==> config.mk <==
export PLATFORM = sky130hd
export DESIGN_NAME = cpu_mem_arbiter
export DESIGN_NICKNAME = d
export VERILOG_FILES = /design/src/rtl/cpu_mem_arbiter.sv
export SDC_FILE = /design/constraint.sdc
export NUM_CORES = 1
export LEC_CHECK = 0
export CAP_MARGIN = 10
export CORE_AREA = 2 2 105 107
export CTS_CLUSTER_SIZE = 25
export DETAILED_ROUTE_END_ITERATION = 8
export DIE_AREA = 0 0 107 109
export HOLD_SLACK_MARGIN = 0.02
export PLACE_DENSITY = 0.71
export SLEW_MARGIN = 20
export SYNTH_ARGS = -nofsm -noshare
export SYNTH_HDL_FRONTEND = slang
export SYNTH_SLANG_ARGS = --single-unit
==> constraint.sdc <==
create_clock -name clk -period 2.4 [get_ports clk]
set_input_delay 0.6 -clock clk [delete_from_list [all_inputs] [get_ports clk]]
set_output_delay 0.6 -clock clk [all_outputs]
set_load 0.005 [all_outputs]
==> src/rtl/cpu_mem_arbiter.sv <==
// cpu_mem_arbiter: shares one single-port unified memory between fetch and data requesters.
// Define MEM_ARB_STARVE_GUARD_EN to let fetch win after STARVE_MAX consecutive data grants.
module cpu_mem_arbiter #(
  parameter int AW         = 32,
  parameter int DW         = 32,
  parameter int MEM_LAT    = 1,
  parameter int STARVE_MAX = 4
) (
  input  logic          clk,
  input  logic          reset,
  input  logic          if_req,
  input  logic [AW-1:0] if_addr,
  output logic          if_gnt,
  output logic          if_rvalid,
  output logic [DW-1:0] if_rdata,
  input  logic          d_req,
  input  logic          d_we,
  input  logic [AW-1:0] d_addr,
  input  logic [DW-1:0] d_wdata,
  output logic          d_gnt,
  output logic          d_rvalid,
  output logic [DW-1:0] d_rdata,
  output logic          mem_en,
  output logic          mem_we,
  output logic [AW-1:0] mem_addr,
  output logic [DW-1:0] mem_wdata,
  input  logic [DW-1:0] mem_rdata
);

  typedef enum logic [0:0] {
    IDLE = 1'b0,
    WAIT = 1'b1
  } state_t;

  localparam logic [3:0] LAT_LOAD = 4'(MEM_LAT - 1);

  state_t     state_r;
  logic [3:0] lat_cnt_r;
  logic       owner_d_r;
  logic       owner_we_r;
  logic       pick_d_s;
  logic       issue_s;
  logic       done_s;

  // Outputs are forced low whenever reset is held, regardless of state.
  assign issue_s = reset && (state_r == IDLE) && (if_req || d_req);
  assign done_s  = reset && (state_r == WAIT) && (lat_cnt_r == 4'd0);

`ifdef MEM_ARB_STARVE_GUARD_EN
  logic [3:0] starve_r;
  logic       starve_hit_s;

  assign starve_hit_s = (starve_r == 4'(STARVE_MAX));

  // Winner selection: data first unless fetch has been passed over STARVE_MAX times.
  always_comb begin
    pick_d_s = 1'b0;
    if (d_req) begin
      if (if_req && starve_hit_s) begin
        pick_d_s = 1'b0;
      end else begin
        pick_d_s = 1'b1;
      end
    end else begin
      pick_d_s = 1'b0;
    end
  end

  // Starvation counter: counts data grants taken while fetch is waiting.
  always_ff @(posedge clk or negedge reset) begin
    if (!reset) begin
      starve_r <= 4'd0;
    end else if (issue_s && !pick_d_s) begin
      starve_r <= 4'd0;
    end else if ((state_r == IDLE) && !if_req) begin
      starve_r <= 4'd0;
    end else if (issue_s && pick_d_s && if_req && (starve_r != 4'hF)) begin
      starve_r <= starve_r + 4'd1;
    end
  end
`else
  // Winner selection: strict data priority.
  always_comb begin
    pick_d_s = 1'b0;
    if (d_req) begin
      pick_d_s = 1'b1;
    end else begin
      pick_d_s = 1'b0;
    end
  end
`endif

  // Issue path: drive the memory with the winner's request in the grant cycle.
  always_comb begin
    if_gnt    = 1'b0;
    d_gnt     = 1'b0;
    mem_en    = 1'b0;
    mem_we    = 1'b0;
    mem_addr  = {AW{1'b0}};
    mem_wdata = {DW{1'b0}};
    if (issue_s) begin
      mem_en = 1'b1;
      if (pick_d_s) begin
        d_gnt     = 1'b1;
        mem_we    = d_we;
        mem_addr  = d_addr;
        mem_wdata = d_wdata;
      end else begin
        if_gnt   = 1'b1;
        mem_addr = if_addr;
      end
    end else begin
      mem_en = 1'b0;
    end
  end

  // Response path: route mem_rdata only to the owner, and only on its valid cycle.
  always_comb begin
    if_rvalid = 1'b0;
    d_rvalid  = 1'b0;
    if_rdata  = {DW{1'b0}};
    d_rdata   = {DW{1'b0}};
    if (done_s) begin
      if (owner_d_r) begin
        d_rvalid = 1'b1;
        if (owner_we_r) begin
          d_rdata = {DW{1'b0}};
        end else begin
          d_rdata = mem_rdata;
        end
      end else begin
        if_rvalid = 1'b1;
        if_rdata  = mem_rdata;
      end
    end else begin
      if_rvalid = 1'b0;
    end
  end

  // Access FSM: latch the owner at issue, then count down the memory latency.
  always_ff @(posedge clk or negedge reset) begin
    if (!reset) begin
      state_r    <= IDLE;
      lat_cnt_r  <= 4'd0;
      owner_d_r  <= 1'b0;
      owner_we_r <= 1'b0;
    end else begin
      case (state_r)
        IDLE: begin
          if (issue_s) begin
            state_r    <= WAIT;
            lat_cnt_r  <= LAT_LOAD;
            owner_d_r  <= pick_d_s;
            owner_we_r <= pick_d_s & d_we;
          end
        end
        WAIT: begin
          if (lat_cnt_r == 4'd0) begin
            state_r <= IDLE;
          end else begin
            lat_cnt_r <= lat_cnt_r - 4'd1;
          end
        end
        default: begin
          state_r   <= IDLE;
          lat_cnt_r <= 4'd0;
        end
      endcase
    end
  end

endmodule

==> flow_metrics.env, run 1 <==
export IMPL_status="complete, but fails checks"
export IMPL_failed_checks="setup timing"
export IMPL_antenna_found_initial=0
export IMPL_worstMarginPinSlew_ns=0.3646
export IMPL_final_critical_path_setup_slack_ns=-0.2043
export IMPL_htreeDepth=1
export IMPL_wire_per_inst_um=16.78
export IMPL_crit_path_frequent_cell="sky130_fd_sc_hd__buf_6"
export IMPL_worst_ep_arrival_time_ns=2.00
export IMPL_cellPowerDensity_nw_per_um2=416.5
export IMPL_finalCritPeriodShare=1.085
export IMPL_power_share_of_the_combinational_group=0.815
export IMPL_routed_wire_length_um=11230
export IMPL_achievable_frequency_mhz=384.0
export IMPL_rsz0062_at_grt="yes"
export IMPL_post_synth_cell_area_avg_um2=7.744
export IMPL_final_layout_size_suffix_gt1_frac=0.5009
export IMPL_critical_path_required_ns=1.80
export IMPL_clock_skew_final_ns=0.002169
export IMPL_row_count=38
export IMPL_instances_no_fill=669
export IMPL_placedInstanceArea_um2=4378
export IMPL_worst_skew_pair_late_latency_ns=0.23
export IMPL_post_synth_num_cell_types=25
export IMPL_leakage_dissipation_uw=0.002658
export IMPL_place_detailed_hpwl_um=7293
export IMPL_hold_slack_ns=0.2502
export IMPL_die_boundary_height_um=109
export IMPL_switching_share=0.3356
export IMPL_slew_limit_headroom=0.7535
export IMPL_number_of_cts_inserted_buffers=3
export IMPL_grt_start_max_net_pins=13
export IMPL_antenna_cells=0
export IMPL_timing_final_hold_violations=0
export IMPL_place_gp_congestion=0.7860
export IMPL_design_die_area_um2=11660
export IMPL_tritoncts="yes"
export IMPL_power_share_clock=0.075
export IMPL_grt_pass1_wl_um=15920
export IMPL_worst_hold_path_type="input port to asynchronous set/reset pin"
export IMPL_initialDrtViolationCount=98
export IMPL_clock_root_buffer="sky130_fd_sc_hd__clkbuf_8"
export IMPL_vias_in_the_first_global_route=2908
export IMPL_detailedRoute_firstPassIterationCount=4
export IMPL_ys_warnings_count=0
export IMPL_finalNetCount=664
export IMPL_finish_instance_area_um2=5368
export IMPL_dpl_cell_count=596
export IMPL_syn_nets=319
export IMPL_place_port_buffers=266
export IMPL_setup_viol=56
export IMPL_globalRouteTotalUtil=0.1785
export IMPL_critical_path_slowest_cell="sky130_fd_sc_hd__dfrtp_1"
export IMPL_ctsHoldBuffers=0
export IMPL_worst_setup_path_end_kind="output port"
export IMPL_total_power_uw=2235
export IMPL_critPathLaunchType="flop"
export IMPL_cts_sinks=7
export IMPL_grt_remaining_overflow=0
export IMPL_max_cap_viol_count=0
export IMPL_intPower_uw=1485
export IMPL_post_synthesis_sequential_area_ratio=0.1223
export IMPL_ios=267
export IMPL_timing_max_transition_violations_final=0
export IMPL_worst_setup_path_type="flop to output port"
export IMPL_drc_errors=0
export IMPL_core_area_um2=10600
export IMPL_cts_clk_slew_worst_paths_ns=0.04
export IMPL_period_needed_ns=2.604
export IMPL_power_net_switching_uw=750.1
export IMPL_detail_route_vias_per_cell=4.155
export IMPL_post_placement_setup_slack_ns=-0.6182
export IMPL_detailed_route_via_count=2780
export IMPL_seq_power_share=0.110
export IMPL_floorplan_initialDensity=0.1351
export IMPL_die_width_um=107
export IMPL_postSynthRegisterBits=7
export IMPL_synthesis_instances=185
export IMPL_cp_cell_sequence="inv_2, ha_4, nand4bb_4, buf_6, nor3b_4, buf_6, buf_12, buf_8, buf_12, and2_4, buf_6"
export IMPL_netlist_area_um2=1433
export IMPL_power_ir_vdd_worst_v=0.0002544
export IMPL_cts_path_max_buffers=2
export IMPL_max_stage_delay_ns=0.39
export IMPL_timing_critical_path_fanout_max=4
export IMPL_syn_to_final_growth_pct=274.7
export IMPL_post_drt_antenna_nets=0
-- sequential cells by signal (all words and copies together) (netlist names) --
register and cells:
lat_cnt_r 4, owner_d_r 1, owner_we_r 1, state_r 1
-- power by group through the flow --
stage / Clock [uW] / Combinational, uW / Sequential, uW
3_3_place_gp: 0 / 1280 / 228
6_report: 168 / 1820 / 246
4_1_cts: 174 / 1820 / 245
3_5_place_dp: 0 / 1310 / 235
5_1_grt: 181 / 1940 / 253
2_1_floorplan: 0 / 491 / 231
-- through the flow --
stage | setup TNS (ns) | util
global placement | -68.00 | 0.4129
global route | -11.88 | 0.5063
finish | -4.525 | 0.5063
floorplan | 0 | -
detailed placement | -71.48 | 0.4129
CTS | -8.056 | 0.5063
-- repair_timing --
item	4_1_cts	5_1_grt
resized for setup	553	69
buffers inserted	62	6
pin swaps	47	18
endpoints found under the setup margin	134	103
gates cloned	14	1
-- layer usage --
metal | up-vias | part of all wire | GRT usage
met4 | 0 | 0.012 | 0.03061
met5 | - | 0 | 0
met3 | 10 | 0.085 | 0.04961
met2 | 164 | 0.56 | 0.3735
met1 | 1284 | 0.34 | 0.1737
li1 | 1322 | - | -
-- synth_stat cells --
library cell	instances	area, um2
sky130_fd_sc_hd__a21bo_2	1	10.01
sky130_fd_sc_hd__a21o_1	2	15.01
sky130_fd_sc_hd__a21oi_1	1	5.000
sky130_fd_sc_hd__a22o_1	32	280.3
sky130_fd_sc_hd__and2_1	84	525.5
sky130_fd_sc_hd__and2_2	12	90.09
sky130_fd_sc_hd__and3b_1	1	8.760
sky130_fd_sc_hd__buf_2	5	25.02
sky130_fd_sc_hd__buf_6	6	67.56
sky130_fd_sc_hd__clkbuf_1	6	22.52
sky130_fd_sc_hd__dfrtp_1	7	175.2
sky130_fd_sc_hd__ha_1	1	12.51
sky130_fd_sc_hd__inv_1	4	15.01
sky130_fd_sc_hd__mux2i_1	3	30.03
sky130_fd_sc_hd__nand2_1	3	11.26
sky130_fd_sc_hd__nand2b_1	1	6.260
sky130_fd_sc_hd__nand4_1	1	6.260
sky130_fd_sc_hd__nand4b_1	1	8.760
sky130_fd_sc_hd__nand4bb_2	1	16.27
sky130_fd_sc_hd__nor2_1	5	18.77
sky130_fd_sc_hd__nor3b_2	2	25.02
sky130_fd_sc_hd__nor4b_1	2	17.52
sky130_fd_sc_hd__nor4b_4	1	23.77
sky130_fd_sc_hd__o21ai_0	2	10.01
sky130_fd_sc_hd__or2_2	1	6.260
-- kinds of logic after synthesis --
kind of cell / Yosys count / synth area share
compound gates: 38 / 0.2236
fa+ha+maj: 1 / 0.008732
buf+inv: 21 / 0.09082
flops: 7 / 0.1223
mux: 3 / 0.02096
simple gates: 115 / 0.5336
-- final timing paths --
kind,from,end,cells after the start,slack [ns]
setup / recovery,lat_cnt_r[0]$_DFFE_PN0P_,if_rdata[19],11,-0.20
hold / removal,reset,lat_cnt_r[0]$_DFFE_PN0P_,2,0.25
setup reg to reg,state_r$_DFF_PN0_,owner_d_r$_DFFE_PN0P_,7,0.76
hold reg to reg,owner_d_r$_DFFE_PN0P_,owner_d_r$_DFFE_PN0P_,1,0.59
max in group asynchronous,reset,state_r$_DFF_PN0_,3,1.94
min in group clk,owner_d_r$_DFFE_PN0P_,owner_d_r$_DFFE_PN0P_,1,0.59
-- critical path, delay by kind of cell (launching register included) --
family / cells / cell delay (ns)
fa+ha+maj: 1 / 0.14
buf+inv: 7 / 0.74
simple gates: 3 / 0.49
flops: 1 / 0.39
-- cell usage in the layout, fill, tap and decap left out, types with 2 or more instances in the layout --
cell type,count
sky130_fd_sc_hd__buf_12,14
sky130_fd_sc_hd__dlygate4sd2_1,32
sky130_fd_sc_hd__buf_6,93
sky130_fd_sc_hd__dfrtp_1,6
sky130_fd_sc_hd__clkbuf_8,3
sky130_fd_sc_hd__a21o_1,2
sky130_fd_sc_hd__a22o_1,32
sky130_fd_sc_hd__o21ai_0,2
sky130_fd_sc_hd__nor3b_4,2
sky130_fd_sc_hd__nand2_1,3
sky130_fd_sc_hd__clkdlybuf4s15_1,6
sky130_fd_sc_hd__nor2_1,5
sky130_fd_sc_hd__and2_1,38
sky130_fd_sc_hd__buf_4,31
sky130_fd_sc_hd__clkbuf_2,7
sky130_fd_sc_hd__inv_2,3
sky130_fd_sc_hd__mux2i_1,3
sky130_fd_sc_hd__buf_8,6
sky130_fd_sc_hd__buf_2,33
sky130_fd_sc_hd__and2_4,58
sky130_fd_sc_hd__clkdlybuf4s50_1,129
sky130_fd_sc_hd__buf_16,5
-- area by class of cell --
| type | count | area, um2 |
|---|---|---|
| Clock buffer | 4 | 45.04 |
| Sequential cell | 7 | 176.4 |
| Inverter | 4 | 15.01 |
| Tap cell | 140 | 175.2 |
| Multi-Input combinational cell | 157 | 1311 |
| Timing Repair Buffer | 357 | 3645 |
| Fill cell | 992 | 5235 |
Power figures use the tool's default switching activity.
==> run 2, diff against run 1 <==
- CELL_PAD_IN_SITES_DETAIL_PLACEMENT: not set -> 1
- CELL_PAD_IN_SITES_GLOBAL_PLACEMENT: not set -> 2
- CORE_AREA: 2 2 105 107 -> not set
- CORE_ASPECT_RATIO: not set -> 0.8
- CORE_MARGIN: not set -> 2
- CORE_UTILIZATION: not set -> 10
- DIE_AREA: 0 0 107 109 -> not set
- PLACE_DENSITY: 0.71 -> 0.95
- SLEW_MARGIN: 20 -> 10
==> flow_metrics.env, run 2 (synthesis results as in run 1) <==
export IMPL_ios=267
export IMPL_grt_pass1_wl_um=16420
export IMPL_total_power_uw=2203
export IMPL_power_ir_vdd_worst_v=0.0002608
export IMPL_achievable_frequency_mhz=385.7
export IMPL_layout_commonest_cell="sky130_fd_sc_hd__clkdlybuf4s50_1"
export IMPL_critPathLaunch="lat_cnt_r[1]$_DFFE_PN0P_"
export IMPL_leakage_dissipation_uw=0.002572
export IMPL_drc_errors=0
export IMPL_detailed_route_via_count=2655
export IMPL_cts_sinks=7
export IMPL_die_boundary_height_um=111.1
export IMPL_tritoncts="yes"
export IMPL_syn_to_final_growth_pct=244.8
export IMPL_design_die_area_um2=15310
export IMPL_status="complete, but fails checks"
export IMPL_die_width_um=137.8
export IMPL_layout_core_utilization=0.3491
export IMPL_antenna_found_initial=0
export IMPL_htreeDepth=1
export IMPL_place_detailed_hpwl_um=8449
export IMPL_place_gp_congestion=0.7720
export IMPL_timing_critical_path_fanout_max=4
export IMPL_rr_startpoint="state_r$_DFF_PN0_"
export IMPL_largest_register_ffs=4
export IMPL_detailedRoute_firstPassIterationCount=4
export IMPL_vias_in_the_first_global_route=2931
export IMPL_power_net_switching_uw=738.6
export IMPL_worst_skew_pair_late_latency_ns=0.23
export IMPL_place_port_buffers=266
export IMPL_ctsHoldBuffers=0
export IMPL_core_area_um2=14150
export IMPL_failed_checks="setup timing"
export IMPL_register_area_um2=176.4
export IMPL_layout_cells_most_common_list="sky130_fd_sc_hd__clkdlybuf4s50_1 (130), sky130_fd_sc_hd__and2_1 (55), sky130_fd_sc_hd__buf_6 (46)"
export IMPL_post_drt_antenna_nets=0
export IMPL_worst_ep_arrival_time_ns=1.99
export IMPL_final_layout_size_suffix_gt1_frac=0.4187
export IMPL_multi_input_logic_area_um2=1254
export IMPL_switching_share=0.3353
export IMPL_worst_setup_path_type="flop to output port"
export IMPL_cellPowerDensity_nw_per_um2=445.9
export IMPL_number_of_cts_inserted_buffers=3
export IMPL_register_containing_the_most_flip_flops_in_the_final_layout="lat_cnt_r"
export IMPL_timing_final_hold_violations=0
export IMPL_clock_skew_final_ns=0.0007168
export IMPL_seq_power_share=0.108
export IMPL_timing_max_transition_violations_final=0
export IMPL_intPower_uw=1464
export IMPL_routed_wire_length_um=11570
export IMPL_critPathLaunchType="flop"
export IMPL_critical_path_required_ns=1.80
export IMPL_cts_clk_slew_worst_paths_ns=0.04
export IMPL_period_needed_ns=2.593
export IMPL_worst_hold_path_type="input port to asynchronous set/reset pin"
export IMPL_initialDrtViolationCount=44
export IMPL_detail_route_vias_per_cell=3.859
export IMPL_floorplan_initialDensity=0.1012
export IMPL_nFillCells=1658
export IMPL_worstMarginPinSlew_ns=0.3456
export IMPL_wire_per_inst_um=16.82
export IMPL_setup_viol=57
export IMPL_grt_start_max_net_pins=19
export IMPL_cts_path_max_buffers=2
export IMPL_finalCritPeriodShare=1.080
export IMPL_antenna_cells=0
export IMPL_clock_root_buffer="sky130_fd_sc_hd__clkbuf_16"
export IMPL_worst_setup_path_end_kind="output port"
export IMPL_final_critical_path_setup_slack_ns=-0.1929
export IMPL_rsz0062_at_grt="yes"
export IMPL_placedInstanceArea_um2=4428
export IMPL_grt_remaining_overflow=0
export IMPL_finish_instance_area_um2=4940
export IMPL_finalNetCount=639
export IMPL_power_share_clock=0.128
export IMPL_row_count=39
export IMPL_power_share_of_the_combinational_group=0.764
export IMPL_max_cap_viol_count=0
export IMPL_slew_limit_headroom=0.7664
export IMPL_globalRouteTotalUtil=0.1390
## run 2: changes by cell type in the layout (fill, tap and decap cells not counted), moves of 8 or more
cell | previous run | this run
sky130_fd_sc_hd__dlymetal6s2s_1 | 0 | 10
sky130_fd_sc_hd__dlygate4sd2_1 | 32 | 24
sky130_fd_sc_hd__clkdlybuf4s15_1 | 6 | 14
sky130_fd_sc_hd__and2_4 | 58 | 31
sky130_fd_sc_hd__and2_2 | 0 | 10
sky130_fd_sc_hd__buf_6 | 93 | 46
sky130_fd_sc_hd__and2_1 | 38 | 55
sky130_fd_sc_hd__buf_2 | 33 | 44
## run 2: final timing paths
kind                                             to  slack [ns]  cells after the start
setup reg to reg              owner_d_r$_DFFE_PN0P_        0.82                      6
min in group clk             owner_we_r$_DFFE_PN0P_        0.59                      1
hold reg to reg              owner_we_r$_DFFE_PN0P_        0.59                      1
hold / removal             lat_cnt_r[1]$_DFFE_PN0P_        0.27                      2
setup / recovery                        d_rdata[15]       -0.19                     10
max in group asynchronous         state_r$_DFF_PN0_        2.02                      2
## run 2: area by class of cell
type	instances	area share
inverter	4	0.003040
sequential	7	0.03571
tap	184	0.04661
multi-input combinational	157	0.2538
clock buffer	4	0.01596
timing repair buffer	332	0.6449
## run 2: timing repair
action	4_1_cts	5_1_grt
endpoints found under the setup margin	134	104
setup buffers	35	10
gates resized for setup	404	94
gates cloned	6	3
pin swaps	19	20
## run 2: per-stage QoR
| step | cells | TNS, ns | setup WS, ns | hold slack (ns) |
|---|---|---|---|---|
| 3_5_place_dp | 636 | -79.90 | -0.7270 | 0.5632 |
| 2_1_floorplan | 185 | 0 | 0.2815 | 0.3044 |
| 5_1_grt | 688 | -8.845 | -0.2516 | 0.2765 |
| 3_3_place_gp | 636 | -78.44 | -0.7311 | 0.5144 |
| 6_report | 688 | -3.501 | -0.1929 | 0.2688 |
| 4_1_cts | 681 | -4.234 | -0.2228 | 0.2938 |
## run 2: power groups by stage
stage                     Clock [uW]  Combinational, uW  Sequential, uW
final                            282               1680             238
after detailed placement           0               1350             235
after CTS                        284               1640             237
after global routing             288               1820             246
after floorplan                    0                491             231
after global placement             0               1310             224
## run 2: critical path, cell delays in order (launching register included)
cell	delay (ns)
sky130_fd_sc_hd__dfrtp_1	0.38
sky130_fd_sc_hd__inv_2	0.08
sky130_fd_sc_hd__ha_4	0.15
sky130_fd_sc_hd__nand4bb_4	0.13
sky130_fd_sc_hd__nor4b_4	0.32
sky130_fd_sc_hd__buf_4	0.17
sky130_fd_sc_hd__clkbuf_16	0.12
sky130_fd_sc_hd__buf_6	0.09
sky130_fd_sc_hd__buf_6	0.10
sky130_fd_sc_hd__and2_4	0.14
sky130_fd_sc_hd__buf_6	0.09
## run 2: layer usage
metal  GRT usage  routed length [um]  up-vias
li1            -                   -     1267
met1      0.1536                4306     1257
met2      0.2753                6419      123
met3     0.02195                 746        8
met4     0.02517                  99        0
met5           0                   0        -
